`src/rtl/hpram_cmd_arbiter.sv`:
```
// hpram_cmd_arbiter
//   Shares the single HyperRAM memory-interface command port between a write
//   requester and a read requester (same dma clock). One burst at a time,
//   round-robin between the two, fixed idle gap after every burst, and no
//   traffic at all until the memory reports init_calib.
//
// Optional feature macro: HPARB_TIMEOUT_EN
//   defined     : read bursts that do not complete within RD_TIMEOUT cycles of
//                 cmd_en set sticky O_r_err and release the port.
//   not defined : RD_WAIT waits indefinitely, O_r_err tied low.
//
// Ports
//   I_clk, I_rst_n            clock, asynchronous active-low reset
//   I_init_calib              memory ready
//   I_w_req/I_w_addr/O_w_ack  write request handshake (req held until ack)
//   O_w_dreq/I_w_data         write beat strobe and FWFT write data
//   I_r_req/I_r_addr/O_r_ack  read request handshake (req held until ack)
//   O_r_valid/O_r_data        registered read beats
//   O_r_err                   sticky read timeout flag
//   O_cmd/O_cmd_en/O_addr     memory command port (0=write, 1=read)
//   O_wr_data/O_data_mask     memory write data, mask always 0
//   I_rd_valid/I_rd_data      memory read return
module hpram_cmd_arbiter #(
  parameter int unsigned ADDR_W     = 22,
  parameter int unsigned DATA_W     = 32,
  parameter int unsigned BEATS      = 4,
  parameter int unsigned CMD_GAP    = 4,
  parameter int unsigned RD_TIMEOUT = 255
) (
  input  logic                  I_clk,
  input  logic                  I_rst_n,
  input  logic                  I_init_calib,
  input  logic                  I_w_req,
  input  logic [ADDR_W-1:0]     I_w_addr,
  output logic                  O_w_ack,
  output logic                  O_w_dreq,
  input  logic [DATA_W-1:0]     I_w_data,
  input  logic                  I_r_req,
  input  logic [ADDR_W-1:0]     I_r_addr,
  output logic                  O_r_ack,
  output logic                  O_r_valid,
  output logic [DATA_W-1:0]     O_r_data,
  output logic                  O_r_err,
  output logic                  O_cmd,
  output logic                  O_cmd_en,
  output logic [ADDR_W-1:0]     O_addr,
  output logic [DATA_W-1:0]     O_wr_data,
  output logic [DATA_W/8-1:0]   O_data_mask,
  input  logic                  I_rd_valid,
  input  logic [DATA_W-1:0]     I_rd_data
);

  localparam int unsigned BCNT_W = $clog2(BEATS + 1);
  localparam int unsigned GCNT_W = $clog2(CMD_GAP + 1);

  if (BEATS < 1 || CMD_GAP < 1 || RD_TIMEOUT < 1) begin : g_bad_param
    $error("hpram_cmd_arbiter: BEATS, CMD_GAP and RD_TIMEOUT must all be >= 1");
  end

  typedef enum logic [1:0] {IDLE, WR_BURST, RD_WAIT, GAP} state_t;

  state_t              state;
  logic [BCNT_W-1:0]   beat_cnt;
  logic [GCNT_W-1:0]   gap_cnt;
  logic                last_rd;     // last grant went to the read side
  logic                grant_w_c;
  logic                grant_r_c;
  logic                rd_last_c;
  logic                tmo_c;

  // Round-robin pick: on a tie the side that did not win last time goes
  always_comb begin
    grant_w_c = 1'b0;
    grant_r_c = 1'b0;
    if (state == IDLE && I_init_calib) begin
      grant_w_c = I_w_req && (!I_r_req || last_rd);
      grant_r_c = I_r_req && !grant_w_c;
    end
  end

  assign rd_last_c   = (state == RD_WAIT) && I_rd_valid &&
                       (beat_cnt == BCNT_W'(BEATS - 1));
  assign O_wr_data   = O_w_dreq ? I_w_data : '0;
  assign O_data_mask = '0;

`ifdef HPARB_TIMEOUT_EN
  localparam int unsigned TMR_W = $clog2(RD_TIMEOUT + 1);

  logic [TMR_W-1:0] rd_tmr;

  // Timer is 0 on the cmd_en cycle (first RD_WAIT cycle); a completing beat wins
  assign tmo_c = (state == RD_WAIT) && !rd_last_c &&
                 (rd_tmr == TMR_W'(RD_TIMEOUT - 1));

  // Read watchdog and sticky error flag
  always_ff @(posedge I_clk or negedge I_rst_n) begin
    if (!I_rst_n) begin
      rd_tmr  <= '0;
      O_r_err <= 1'b0;
    end else begin
      rd_tmr <= (state == RD_WAIT) ? rd_tmr + TMR_W'(1) : '0;
      if (tmo_c) begin
        O_r_err <= 1'b1;
      end
    end
  end
`else
  assign tmo_c   = 1'b0;
  assign O_r_err = 1'b0;
`endif

  // Arbiter FSM with registered command/handshake outputs
  always_ff @(posedge I_clk or negedge I_rst_n) begin
    if (!I_rst_n) begin
      state     <= IDLE;
      beat_cnt  <= '0;
      gap_cnt   <= '0;
      last_rd   <= 1'b1;
      O_cmd_en  <= 1'b0;
      O_cmd     <= 1'b0;
      O_addr    <= '0;
      O_w_ack   <= 1'b0;
      O_r_ack   <= 1'b0;
      O_w_dreq  <= 1'b0;
      O_r_valid <= 1'b0;
      O_r_data  <= '0;
    end else begin
      O_cmd_en  <= 1'b0;
      O_w_ack   <= 1'b0;
      O_r_ack   <= 1'b0;
      // Read beats are forwarded only while a read burst is outstanding
      O_r_valid <= (state == RD_WAIT) && I_rd_valid;
      if (state == RD_WAIT && I_rd_valid) begin
        O_r_data <= I_rd_data;
      end

      unique case (state)
        IDLE: begin
          if (grant_w_c) begin
            O_cmd_en <= 1'b1;
            O_cmd    <= 1'b0;
            O_addr   <= I_w_addr;
            O_w_ack  <= 1'b1;
            O_w_dreq <= 1'b1;
            beat_cnt <= '0;
            last_rd  <= 1'b0;
            state    <= WR_BURST;
          end else if (grant_r_c) begin
            O_cmd_en <= 1'b1;
            O_cmd    <= 1'b1;
            O_addr   <= I_r_addr;
            O_r_ack  <= 1'b1;
            beat_cnt <= '0;
            last_rd  <= 1'b1;
            state    <= RD_WAIT;
          end
        end

        WR_BURST: begin
          if (beat_cnt == BCNT_W'(BEATS - 1)) begin
            O_w_dreq <= 1'b0;
            gap_cnt  <= '0;
            state    <= GAP;
          end else begin
            beat_cnt <= beat_cnt + BCNT_W'(1);
          end
        end

        RD_WAIT: begin
          if (I_rd_valid) begin
            beat_cnt <= beat_cnt + BCNT_W'(1);
          end
          if (rd_last_c || tmo_c) begin
            gap_cnt <= '0;
            state   <= GAP;
          end
        end

        GAP: begin
          if (gap_cnt == GCNT_W'(CMD_GAP - 1)) begin
            state <= IDLE;
          end else begin
            gap_cnt <= gap_cnt + GCNT_W'(1);
          end
        end
      endcase
    end
  end

endmodule
```
`config.mk`:
```
export PLATFORM = sky130hd
export DESIGN_NAME = hpram_cmd_arbiter
export DESIGN_NICKNAME = d
export VERILOG_FILES = /design/src/rtl/hpram_cmd_arbiter.sv
export SDC_FILE = /design/constraint.sdc
export NUM_CORES = 1
export LEC_CHECK = 0
export BUFFER_PORTS_ARGS = -buffer_cell sky130_fd_sc_hd__buf_2
export CORE_UTILIZATION = 42
export DETAILED_ROUTE_END_ITERATION = 10
export GPL_ROUTABILITY_DRIVEN = 0
export PLACE_DENSITY = 0.86
export SLEW_MARGIN = 5
export SYNTH_ARGS = -nofsm -noshare
export SYNTH_HDL_FRONTEND = slang
export SYNTH_SLANG_ARGS = --single-unit
```
`constraint.sdc`:
```
create_clock -name I_clk -period 2.4 [get_ports I_clk]
set_input_delay 0 -clock I_clk [delete_from_list [all_inputs] [get_ports I_clk]]
set_output_delay 0 -clock I_clk [all_outputs]
set_load 0.005 [all_outputs]
```
== After elaboration in Yosys (flattened, before gate mapping) ==
Index checks and enable logic that the tools add are counted.
Cells by class
  equality and inequality tests: 13
  $lt $le $gt $ge: 0
  shift operators: 0
  mux-type cells: 32
  reduce and logical (&&, ||, !) cells: 18
  add/sub/neg operators: 2
  bitwise logic cells: 0
  divide/modulo/power cells: 0
  $mul: 0
Operators by type and width (count)
  $mux W22: 2
  $mux W32: 1
  $mux W3: 7
  $pmux W3 S3: 2
  $ne A2 B2 Y1 const B: 7
  $mux W1: 13
  $reduce_and A4 Y1: 3
  $mux W2: 5
  $pmux W2 S4: 1
  $add A3 B1 Y3 const B: 2
  $eq A3 B2 Y1 const B: 2
  $reduce_bool A3 Y1: 2
  $logic_and A1 B1 Y1: 5
  $eq A2 B2 Y1 const B: 2
  $reduce_bool A2 Y1: 2
  $ne A3 B3 Y1 const B: 1
  $reduce_and A3 Y1: 1
  $eq A2 B1 Y1 const B: 1
  $logic_not A1 Y1: 2
  $logic_not A2 Y1: 1
  $pmux W1 S2: 1
  $reduce_and A2 Y1: 1
  $logic_or A1 B1 Y1: 1
Storage, ports and cells
  memories kept: 0
  bits in writable memories: 0
  logic and storage cells: 77
  latch bits: 0
  register bits: 69
  input bits: 114
  ROM bits: 0
  output and inout port bits: 97

== Longest topological paths before layout ==
Gate-level depths: netlist (run 1).
  depth in word-level cells: 9
  depth in mapped cells: 8

== Least setup slack after synthesis (run 1) ==
No wires, ideal clock.
  kind: register to register
  start: register state[0]
  end: register gap_cnt[0]
  setup slack: 0.663 ns
  arrival time: 1.669 ns
  period minus slack after synthesis: 1.737 ns
  library setup time: 0.068 ns
  cell stages (with the launch flop): 7
  buffers on the path: 1
  path through: dfrtp_1 inv_1 ha_1 buf_6 o32a_4 or4b_1 nand3_1
Between the ends
  cells in the longest elaborated chain, start to end: 5
  elaborated cells on any way between the ends: 11
RTL lines
  from (decl): RTL line 62  | state_t state;
  from (signal assigned): RTL line 115  | state <= IDLE;
  from (signal assigned): RTL line 147  | state <= WR_BURST;
  from (signal assigned): RTL line 155  | state <= RD_WAIT;
  $eq A2 B2 Y1: RTL line 81, 137
  $logic_and A1 B1 Y1 (2 in series): RTL line 81  | assign rd_last_c = (state == RD_WAIT) && I_rd_valid &&
  $ne A2 B2 Y1 (no source line)
  $reduce_and A4 Y1 (no source line)
  to (signal assigned): RTL line 183  | gap_cnt <= gap_cnt + GCNT_W'(1);
  to (decl): RTL line 64  | logic [GCNT_W-1:0] gap_cnt;
Several ways; a longest one is shown, not always the timed one.
A chain may end at the register's enable or synchronous reset.

== Worst setup path in the final report (run 1) ==
  start: register state[0]
  end: register O_addr[4]
Between the ends
  cells in the longest elaborated chain, start to end: 5
  elaborated cells on any way between the ends: 7
RTL lines
  $logic_not A2 Y1 *: RTL line 75, 137
  $logic_and A1 B1 Y1: RTL line 75  | if (state == IDLE && I_init_calib) begin
  $mux W1: RTL line 75
  $reduce_bool A2 Y1 (no source line)
  $reduce_and A2 Y1 (no source line)
  to (signal assigned): RTL line 142  | O_addr <= I_w_addr;
  to (signal assigned): RTL line 151  | O_addr <= I_r_addr;
  to (decl): RTL line 46  | output logic [ADDR_W-1:0] O_addr,
Every way passes the cells marked *; elsewhere a longest branch is shown, timed or not.

==> impl_metrics.csv, run 1 <==
group,metric,value,unit
finish,antenna_cells,0,
sta,finalSetupTns,0,ps
sta,fin_crit_sh,97.60,%
worst_hold_path,min_path_type,"in -> reg",
worst_setup_path,cp_data_arrival_time,2570,ps
die,die_w,88.37,um
synthesis,synth_seq_cells,69,
power,power_frac_comb,46.1,%
grt,grt_pass1_vias,3299,
detailed_routing,via_per_inst,5.055,
detailed_routing,ant_nets,0,
clock_tree,cts.sinks,69,
finish,seqCellArea,1728,um2
power,switching_share,33.00,%
synthesis,avgSynthCellArea,11.96,um2
clock_tree,path_clk_slew,80,ps
synthesis,syn_area,3133,um2
synthesis,ys_warn_count,0,
die,num_rows,31,
worst_setup_path,cp_slowest_cell,"dlygate4sd3_1",
place,port_buffers,205,
power,p_per_area,1101,nW/um2
detailed_routing,first_pass_iters,11,
finish,drive_gt1_share,48.18,%
worst_setup_path,endpoint_kind,"flop",
grt,globalRoute.totalOverflow,0,
detailed_routing,wl_per_cell,16.10,um
synthesis,synthDistinctLibCells,33,
finish,fillers,494,
detailed_routing,drc_errors,15,
power,intPower,3.879,mW
synthesis,synth_top_area_share,54.31,%
clock_tree,insertion_delay,340,ps
worst_setup_path,slowest_delay,630,ps
detailed_routing,drt-total-wl,10450,um
power,peakVddDrop,0.0006990,V
finish,multiInputGateArea,1210,um2
die,die_area,7809,um2
worst_setup_path,critPathKind,"reg -> reg",
status,status,"complete, but fails checks",
place,place_worst_setup_slack,555.8,ps
worst_setup_path,start_kind,"flop",
synthesis,syn_inst,262,
finish,layout_common_cells,"buf_2 (205), dlygate4sd3_1 (77), dfrtp_1 (68), inv_1 (33), mux2_2 (33)",
finish,syn2layout_area_growth,67.85,%
place,place_hpwl,6112,um
detailed_routing,vias,3281,
power,leakage,2.778,nW
clock_tree,postCtsSetupRepairBufs,0,
synthesis,seq_area_frac_synth,55.15,%
clock_tree,cts_tree,"built",
grt,track_usage,26.40,%
sta,tightestPinTransition,793.3,ps
die,dieHeight,88.37,um
grt,antenna_found_initial,0,
status,violations,"design-rule violations, negative hold slack",
worst_setup_path,cp_max_fo,23,
sta,hold_ws,-7.128,ps
worst_setup_path,cpMostUsedCell,"inv_1",
clock_tree,cts-root-buf,"clkbuf_8",
sta,rsz0062_at_grt,"no",
die,core_area,7214,um2
worst_setup_path,crit_required,2630,ps
grt,grt_pass1_wl,15270,um
sta,setup_ws,57.67,ps
power,seqPwrFrac,35.6,%
sta,clock.fmax,426.9,MHz
finish,final_nets,667,
grt,grt_max_degree,36,
sta,worst_clock_skew,12.10,ps
power,p_total,5.790,mW
clock_tree,max-clock-path-buffers,2,
worst_setup_path,crit_chain,"inv_1 > ha_4 > o211ai_1 > buf_4 > a222oi_1 > dlygate4sd3_1 > inv_1",
synthesis,yosys_most_used_dff,"dfrtp_1",
sta,finalSetupViolations,0,
clock_tree,cts_buffers,9,
run,cap_violations,0,
die,initial_core_util,43.43,%
power,power_switching,1.910,mW
sta,period_needed,2342,ps
synthesis,synth_top_cell_by_area,"dfrtp_1",
die,ios,211,
synthesis,ys_top_cells_by_area,"dfrtp_1 (54%), mux2_2 (12%), a222oi_1 (7.0%)",
power,clkPwrFrac,18.2,%
synthesis,synth-edff-count,0,
sta,final_hold_viol_count,1,
sta,max_slew_margin,47.12,%
synthesis,async_flop_share,100.0,%
detailed_routing,drtIter0Drc,284,
clock_tree,cts_max_level,3,
sta,drv_slew,0,
finish,layout_commonest_cell,"buf_2",
## routing by layer
layer	vias to the layer above	global-route usage, %	share of wire, %
li1	1475	-	-
met1	1548	26.25	33
met2	212	49.16	54
met3	46	6.530	7.6
met4	0	16.28	5.2
met5	-	0	0
## flip-flops by register name (all words and copies together), names as in the netlist, 2 cells and up
name	flops
state	2
O_addr	22
beat_cnt	3
gap_cnt	3
O_r_data	32
## cell usage after synthesis, types with 2 or more instances
cell / count
ha_1: 8
o21ai_0: 3
and2_1: 32
nand2b_1: 3
buf_2: 5
a21oi_1: 8
nand2_1: 9
mux2i_1: 2
clkbuf_1: 7
buf_4: 5
nand3_1: 4
a222oi_1: 22
dfrtp_1: 68
nor2b_1: 3
inv_1: 33
mux2_2: 33
## cells by family (layout without fill, tap and decap cells)
family | Yosys count | count (layout) | share of synthesized area (%)
flip-flops | 69 | 69 | 55.15
AND/OR/NAND/NOR | 56 | 56 | 10.38
buffers and inverters | 52 | 336 | 7.268
AO/OA/AOI/OAI | 40 | 40 | 11.02
multiplexers | 36 | 36 | 12.86
adder cells (fa/ha/maj) | 8 | 8 | 3.195
other | 1 | 5 | 0.1197
## worst max-delay path: cells and delay by family, from the launching register on
family / cells / cell delay, ps
AOI/OAI and AO/OA: 2 / 540
DFF: 1 / 420
buffers and inverters: 4 / 1070
adders and majority gates: 1 / 220
## timing repair
action | CTS | global route
hold endpoints to repair | 88 | 0
resized for setup | 0 | 6
hold buffers | 77 | 0
endpoints found under the setup margin | 0 | 22
## worst paths after layout
path                                   start           end  slack, ps  depth (start not counted)
worst max-delay path                state[0]     O_addr[4]         60                          7
worst min-delay path                 I_r_req       last_rd         -7                          3
worst min register to register  O_r_data[24]  O_r_data[24]        500                          1
max in group asynchronous            I_rst_n       last_rd       1360                          3
worst max register to register      state[0]     O_addr[4]         60                          7
min in group asynchronous            I_rst_n  O_r_data[12]        330                          2
## final cells by class
cell class                 instances  area share, %
multi-input combinational        145          23.01
inverter                          34          2.474
clock buffer                      10          2.617
clock inverter                     6          1.642
sequential                        69          32.86
tap                               99          2.355
timing repair buffer             286          35.05
## through the flow
stage	utilization, %	cell area, um2	hold WS [ps]	cells
2_1_floorplan	-	3148	-295.6	266
5_1_grt	72.89	5259	-2.874	649
6_report	72.89	5259	-7.128	649
4_1_cts	72.56	5235	28.15	649
3_5_place_dp	58.78	4240	136.3	556
3_3_place_gp	58.78	4240	116.9	556
## power by group through the flow
stage / clock, mW / sequential, mW / combinational, mW
2_1_floorplan: 0 / 2.03 / 1.28
3_3_place_gp: 0 / 2.02 / 2.13
3_5_place_dp: 0 / 2.05 / 2.21
4_1_cts: 1.07 / 2.04 / 2.56
5_1_grt: 1.13 / 2.13 / 2.94
6_report: 1.06 / 2.06 / 2.67
(Power assumes the default switching activity.)
==> inputs of run 2 (changes only) <==
--- a/config.mk
+++ b/config.mk
@@ -10,6 +10,7 @@
 export DETAILED_ROUTE_END_ITERATION = 10
 export GPL_ROUTABILITY_DRIVEN = 0
 export PLACE_DENSITY = 0.86
+export SETUP_SLACK_MARGIN = 0.15
 export SLEW_MARGIN = 5
 export SYNTH_ARGS = -nofsm -noshare
 export SYNTH_HDL_FRONTEND = slang
==> constraint.sdc (replaced) <==
create_clock -name I_clk -period 2.6 [get_ports I_clk]
set_input_delay 0 -clock I_clk [delete_from_list [all_inputs] [get_ports I_clk]]
set_output_delay 0 -clock I_clk [all_outputs]
set_load 0.005 [all_outputs]
==> run 2 against run 1 <==
  * The flow now finishes without violations
  * Non-clock buffer count increased by 2
  * Worst hold slack gained 46 ps
  * Sequential power is 7% lower
  * Largest power group unchanged
==> impl_metrics.csv, run 2 (same netlist as run 1, synthesis figures left out) <==
group,metric,value,unit
status,status,"completed",
finish,utilization,72.75,%
die,core_area,7214,um2
clock_tree,cts_max_level,3,
detailed_routing,via_per_inst,5.043,
grt,grt_pass1_vias,3337,
sta,rsz0062_at_grt,"no",
power,peakVddDrop,0.0006145,V
clock_tree,cts_buffers,9,
clock_tree,cts-root-buf,"clkbuf_8",
sta,finalSetupTns,0,ps
detailed_routing,drc_errors,0,
sta,fin_crit_sh,86.70,%
die,initial_core_util,43.43,%
place,place_worst_setup_slack,730.7,ps
worst_setup_path,cpMostUsedCell,"inv_1",
worst_setup_path,cp_max_fo,23,
detailed_routing,drtIter0Drc,258,
detailed_routing,drt-total-wl,10520,um
die,dieHeight,88.37,um
clock_tree,cts.sinks,69,
worst_setup_path,start_kind,"flop",
detailed_routing,vias,3283,
sta,clock.fmax,443.6,MHz
power,leakage,2.767,nW
finish,largest_reg_flops,32,
sta,period_needed,2254,ps
finish,final_nets,669,
clock_tree,path_clk_slew,80,ps
sta,drv_slew,0,
sta,finalSetupViolations,0,
worst_setup_path,crit_required,2840,ps
run,cap_violations,0,
grt,track_usage,26.99,%
finish,fin_cells,651,
place,post-place-cells,556,
finish,layout_common_cells,"buf_2 (205), dlygate4sd3_1 (79), dfrtp_1 (68), inv_1 (33), mux2_2 (33)",
clock_tree,cts_tree,"built",
finish,reg.largest.list,"O_r_data (32), O_addr (22)",
die,ios,211,
place,place_hpwl,5934,um
sta,max_slew_margin,43.32,%
grt,grt_max_degree,70,
detailed_routing,first_pass_iters,8,
worst_hold_path,min_path_type,"in -> reg",
sta,worst_clock_skew,9.137,ps
sta,tightestPinTransition,850.2,ps
clock_tree,insertion_delay,340,ps
place,port_buffers,205,
finish,syn2layout_area_growth,67.53,%
clock_tree,max-clock-path-buffers,2,
grt,globalRoute.totalOverflow,0,
worst_setup_path,crit_chain,"inv_1 > ha_4 > o211ai_1 > buf_4 > a222oi_1 > dlygate4sd3_1 > inv_1",
worst_setup_path,slowest_delay,630,ps
finish,fillers,497,
worst_setup_path,cp_slowest_cell,"dlygate4sd3_1",
die,die_w,88.37,um
worst_setup_path,endpoint_kind,"flop",
die,die_area,7809,um2
power,p_per_area,1008,nW/um2
detailed_routing,wl_per_cell,16.16,um
finish,top_register,"O_r_data",
finish,layout_commonest_cell,"buf_2",
finish,antenna_cells,0,
sta,setup_ws,345.7,ps
power,p_total,5.292,mW
worst_setup_path,cp_data_arrival_time,2490,ps
grt,antenna_found_initial,0,
finish,drive_gt1_share,48.01,%
sta,final_hold_viol_count,0,
die,num_rows,31,
grt,grt_pass1_wl,15540,um
worst_setup_path,critPathKind,"reg -> reg",
detailed_routing,ant_nets,0,
## run 2: final timing paths
kind / end / cells past startpoint / start / slack [ps]
worst min register to register: O_r_data[0] / 1 / O_r_data[0] / 500
worst min-delay path: O_cmd / 3 / I_init_calib / 40
min in group asynchronous: O_r_data[14] / 3 / I_rst_n / 420
max in group asynchronous: beat_cnt[1] / 3 / I_rst_n / 1640
worst max register to register: O_addr[0] / 7 / state[0] / 350
worst max-delay path: O_addr[0] / 7 / state[0] / 350
## run 2: final cells by class
cell class / count / area [um2] / area share [%]
Tap cell: 99 / 123.9 / 2.360
Multi-Input combinational cell: 145 / 1210 / 23.05
Inverter: 34 / 130.1 / 2.479
Timing Repair Buffer: 288 / 1847 / 35.18
Clock buffer: 11 / 151.4 / 2.884
Clock inverter: 5 / 58.81 / 1.120
Sequential cell: 69 / 1728 / 32.92
## run 2: metrics by stage
stage	hold WS, ps	area, um2
final	38.49	5249
after global routing	42.29	5249
after CTS	16.56	5209
after detailed placement	213.0	4228
after global placement	207.2	4228
after floorplan	-295.6	3148
## run 2: metal layers
metal / track usage [%] / up-vias / wire, um
li1: - / 1470 / -
met1: 26.08 / 1568 / 3479
met2: 50.84 / 201 / 5770
met3: 6.996 / 44 / 751
met4: 16.72 / 0 / 517
met5: 0 / - / 0
## run 2: worst max-delay path: cells and delay by family (launching register included)
family                   cells  cell delay [ps]
AO/OA/AOI/OAI                2              480
adder cells (fa/ha/maj)      1              210
buffers and inverters        4             1040
flip-flops                   1              420
## run 2: repair_timing
action,4_1_cts,5_1_grt
endpoints found under the setup margin,0,22
hold buffers,77,2
endpoints found under the hold margin,122,1
setup buffers,0,0
gates resized for setup,0,5
## run 2: report_power, final
part | internal [mW] | total (mW) | switching, mW
clock network | 0.495 | 0.910 | 0.414
logic | 1.44 | 2.47 | 1.04
registers | 1.58 | 1.91 | 0.329
total | 3.51 | 5.29 | 1.78
==> inputs of run 3 (changes only) <==
--- a/config.mk
+++ b/config.mk
@@ -6,7 +6,9 @@
 export NUM_CORES = 1
 export LEC_CHECK = 0
 export BUFFER_PORTS_ARGS = -buffer_cell sky130_fd_sc_hd__buf_2
+export CORE_ASPECT_RATIO = 0.75
 export CORE_UTILIZATION = 42
+export CTS_CLUSTER_DIAMETER = 30
 export DETAILED_ROUTE_END_ITERATION = 10
 export GPL_ROUTABILITY_DRIVEN = 0
 export PLACE_DENSITY = 0.86
==> run 3 against run 2 <==
  * Die area is essentially flat
  * Highest routed layer unchanged
  * First-iteration DRC count fell by 31%
  * Cell count shrank 0.15%
  * Clock-buffer cell count decreased by 1
  * Flip-flop and latch count did not move
  * Critical path type unchanged
  * Sequential power hardly changed
  * Largest power group unchanged
  * Combinational power fell by 2%
  * Worst setup slack worse by 34 ps
  * Clock power increased by 6.2%
  * Critical path depth unchanged
  * Clock skew is 4.6 ps lower
==> impl_metrics.csv, run 3 (same netlist as run 1, synthesis figures left out) <==
group,metric,value,unit
detailed_routing,vias,3167,
finish,layout_commonest_cell,"buf_2",
grt,grt_pass1_wl,15910,um
sta,worst_clock_skew,4.569,ps
sta,hold_ws,143.7,ps
clock_tree,cts_buffers,9,
die,die_w,101.7,um
finish,syn2layout_area_growth,68.33,%
grt,track_usage,26.78,%
detailed_routing,drtIter0Drc,179,
clock_tree,path_clk_slew,80,ps
detailed_routing,wl_met3,678,um
detailed_routing,drt-total-wl,10100,um
clock_tree,insertion_delay,330,ps
finish,reg.largest.list,"O_r_data (32), O_addr (22)",
die,core_area,6994,um2
worst_setup_path,cp.depth,7,
sta,clock.fmax,437.1,MHz
worst_setup_path,cpMostUsedCell,"inv_1",
detailed_routing,top_layer,"met4",
place,port_buffers,205,
power,peakVddDrop,0.0005442,V
worst_setup_path,reg2reg_depth,7,
worst_setup_path,slowest_delay,630,ps
sta,fin_crit_sh,87.99,%
worst_hold_path,min_path_cells,3,
worst_setup_path,crit_required,2830,ps
detailed_routing,ant_nets,0,
status,status,"completed",
sta,final_hold_viol_count,0,
finish,multiInputGateArea,1210,um2
sta,finalSetupTns,0,ps
clock_tree,max-clock-path-buffers,2,
worst_hold_path,min_path_type,"in -> reg",
finish,stdcell_area,5274,um2
worst_setup_path,start_kind,"flop",
sta,tightestPinTransition,837.1,ps
grt,globalRoute.totalOverflow,0,
worst_setup_path,endpoint_kind,"flop",
detailed_routing,first_pass_iters,5,
detailed_routing,drt-met1-wl,3967,um
worst_setup_path,cp_max_fo,23,
clock_tree,cts_tree,"built",
sta,finalSetupViolations,0,
detailed_routing,via_per_inst,4.872,
finish,seqCellArea,1728,um2
worst_setup_path,critical_path.top_delay_family,"buffers and inverters",
run,cap_violations,0,
finish,fillers,472,
die,num_rows,26,
detailed_routing,wl_per_cell,15.54,um
power,leakage,2.785,nW
sta,rsz0062_at_grt,"no",
clock_tree,cts_max_level,3,
finish,top_register,"O_r_data",
worst_setup_path,reg2reg_slack,310,ps
grt,antenna_found_initial,0,
grt,grt_max_degree,37,
finish,layout_common_cells,"buf_2 (205), dlygate4sd3_1 (79), dfrtp_1 (68), inv_1 (33), mux2_2 (33)",
detailed_routing,drc_errors,0,
finish,final_nets,669,
clock_tree,postCtsSetupRepairBufs,0,
power,p_total,5.318,mW
sta,period_needed,2288,ps
die,ios,211,
clock_tree,cts.sinks,69,
detailed_routing,met2_length,5229,um
die,die_area,7812,um2
finish,drive_gt1_share,48.01,%
sta,max_slew_margin,44.19,%
place,placed_area,4239,um2
power,p_per_area,1008,nW/um2
worst_setup_path,critPathKind,"reg -> reg",
worst_setup_path,cp_data_arrival_time,2520,ps
worst_setup_path,crit_chain,"inv_1 > ha_4 > o211ai_1 > buf_4 > a222oi_1 > dlygate4sd3_1 > inv_1",
die,initial_core_util,44.79,%
clock_tree,cts-root-buf,"clkbuf_8",
finish,antenna_cells,0,
die,dieHeight,76.80,um
sta,drv_slew,0,
worst_setup_path,cp.buffers_inverters,4,
place,place_hpwl,6021,um
worst_setup_path,cp_slowest_cell,"dlygate4sd3_1",
finish,largest_reg_flops,32,
grt,grt_pass1_vias,3188,
==> run 3: changes by cell type in the layout (fill, tap and decap cells not counted) <==
cell	previous run	this run
bufinv_16	1	2
buf_12	0	1
clkbuf_8	11	10
clkinv_2	1	2
clkinvlp_4	2	1
buf_4	4	3
==> run 3: worst paths after layout <==
kind	startpoint	to
worst max-delay path	state[0]	O_addr[0]
worst min-delay path	I_w_req	O_r_ack
worst max register to register	state[0]	O_addr[0]
worst min register to register	last_rd	last_rd
max in group asynchronous	I_rst_n	last_rd
min in group asynchronous	I_rst_n	O_r_data[21]
==> run 3: repair_timing <==
item / in CTS / in global routing
setup endpoints to repair: 0 / 22
hold buffers: 78 / 1
resized for setup: 0 / 5
hold endpoints to repair: 90 / 1
==> run 3: tightest hold or removal path, cell delays in order <==
cell	delay, ps
buf_2	120
a21oi_1	70
buf_4	210
==> run 3: cell type report <==
class | count | share of cell area [%]
clock buffers | 10 | 2.610
multi-input cells | 145 | 22.94
flip-flops and latches | 69 | 32.76
well taps | 98 | 2.325
clock inverters | 6 | 1.637
repair buffers | 288 | 35.25
inverters | 34 | 2.467
==> run 3: metrics by stage <==
| step | worst slack (ps) | utilization, % | std cells |
|---|---|---|---|
| after floorplan | 862.6 | - | 266 |
| after global placement | 831.2 | 60.61 | 555 |
| after detailed placement | 694.9 | 60.61 | 555 |
| after CTS | 239.6 | 74.97 | 649 |
| after global routing | 217.9 | 75.40 | 650 |
| final | 312.1 | 75.40 | 650 |
==> run 3: power breakdown <==
group | internal, mW | total, mW | leakage, nW | switching, mW
clock network | 0.564 | 0.966 | 0.112 | 0.401
registers | 1.58 | 1.92 | 0.843 | 0.338
logic | 1.43 | 2.43 | 1.83 | 1.00
total | 3.58 | 5.32 | 2.79 | 1.74
==> run 3: layer usage <==
| layer | up-vias | GRT usage (%) |
|---|---|---|
| met4 | 0 | 10.43 |
| li1 | 1480 | - |
| met5 | - | 0 |
| met1 | 1513 | 31.43 |
| met2 | 153 | 46.15 |
| met3 | 21 | 7.293 |
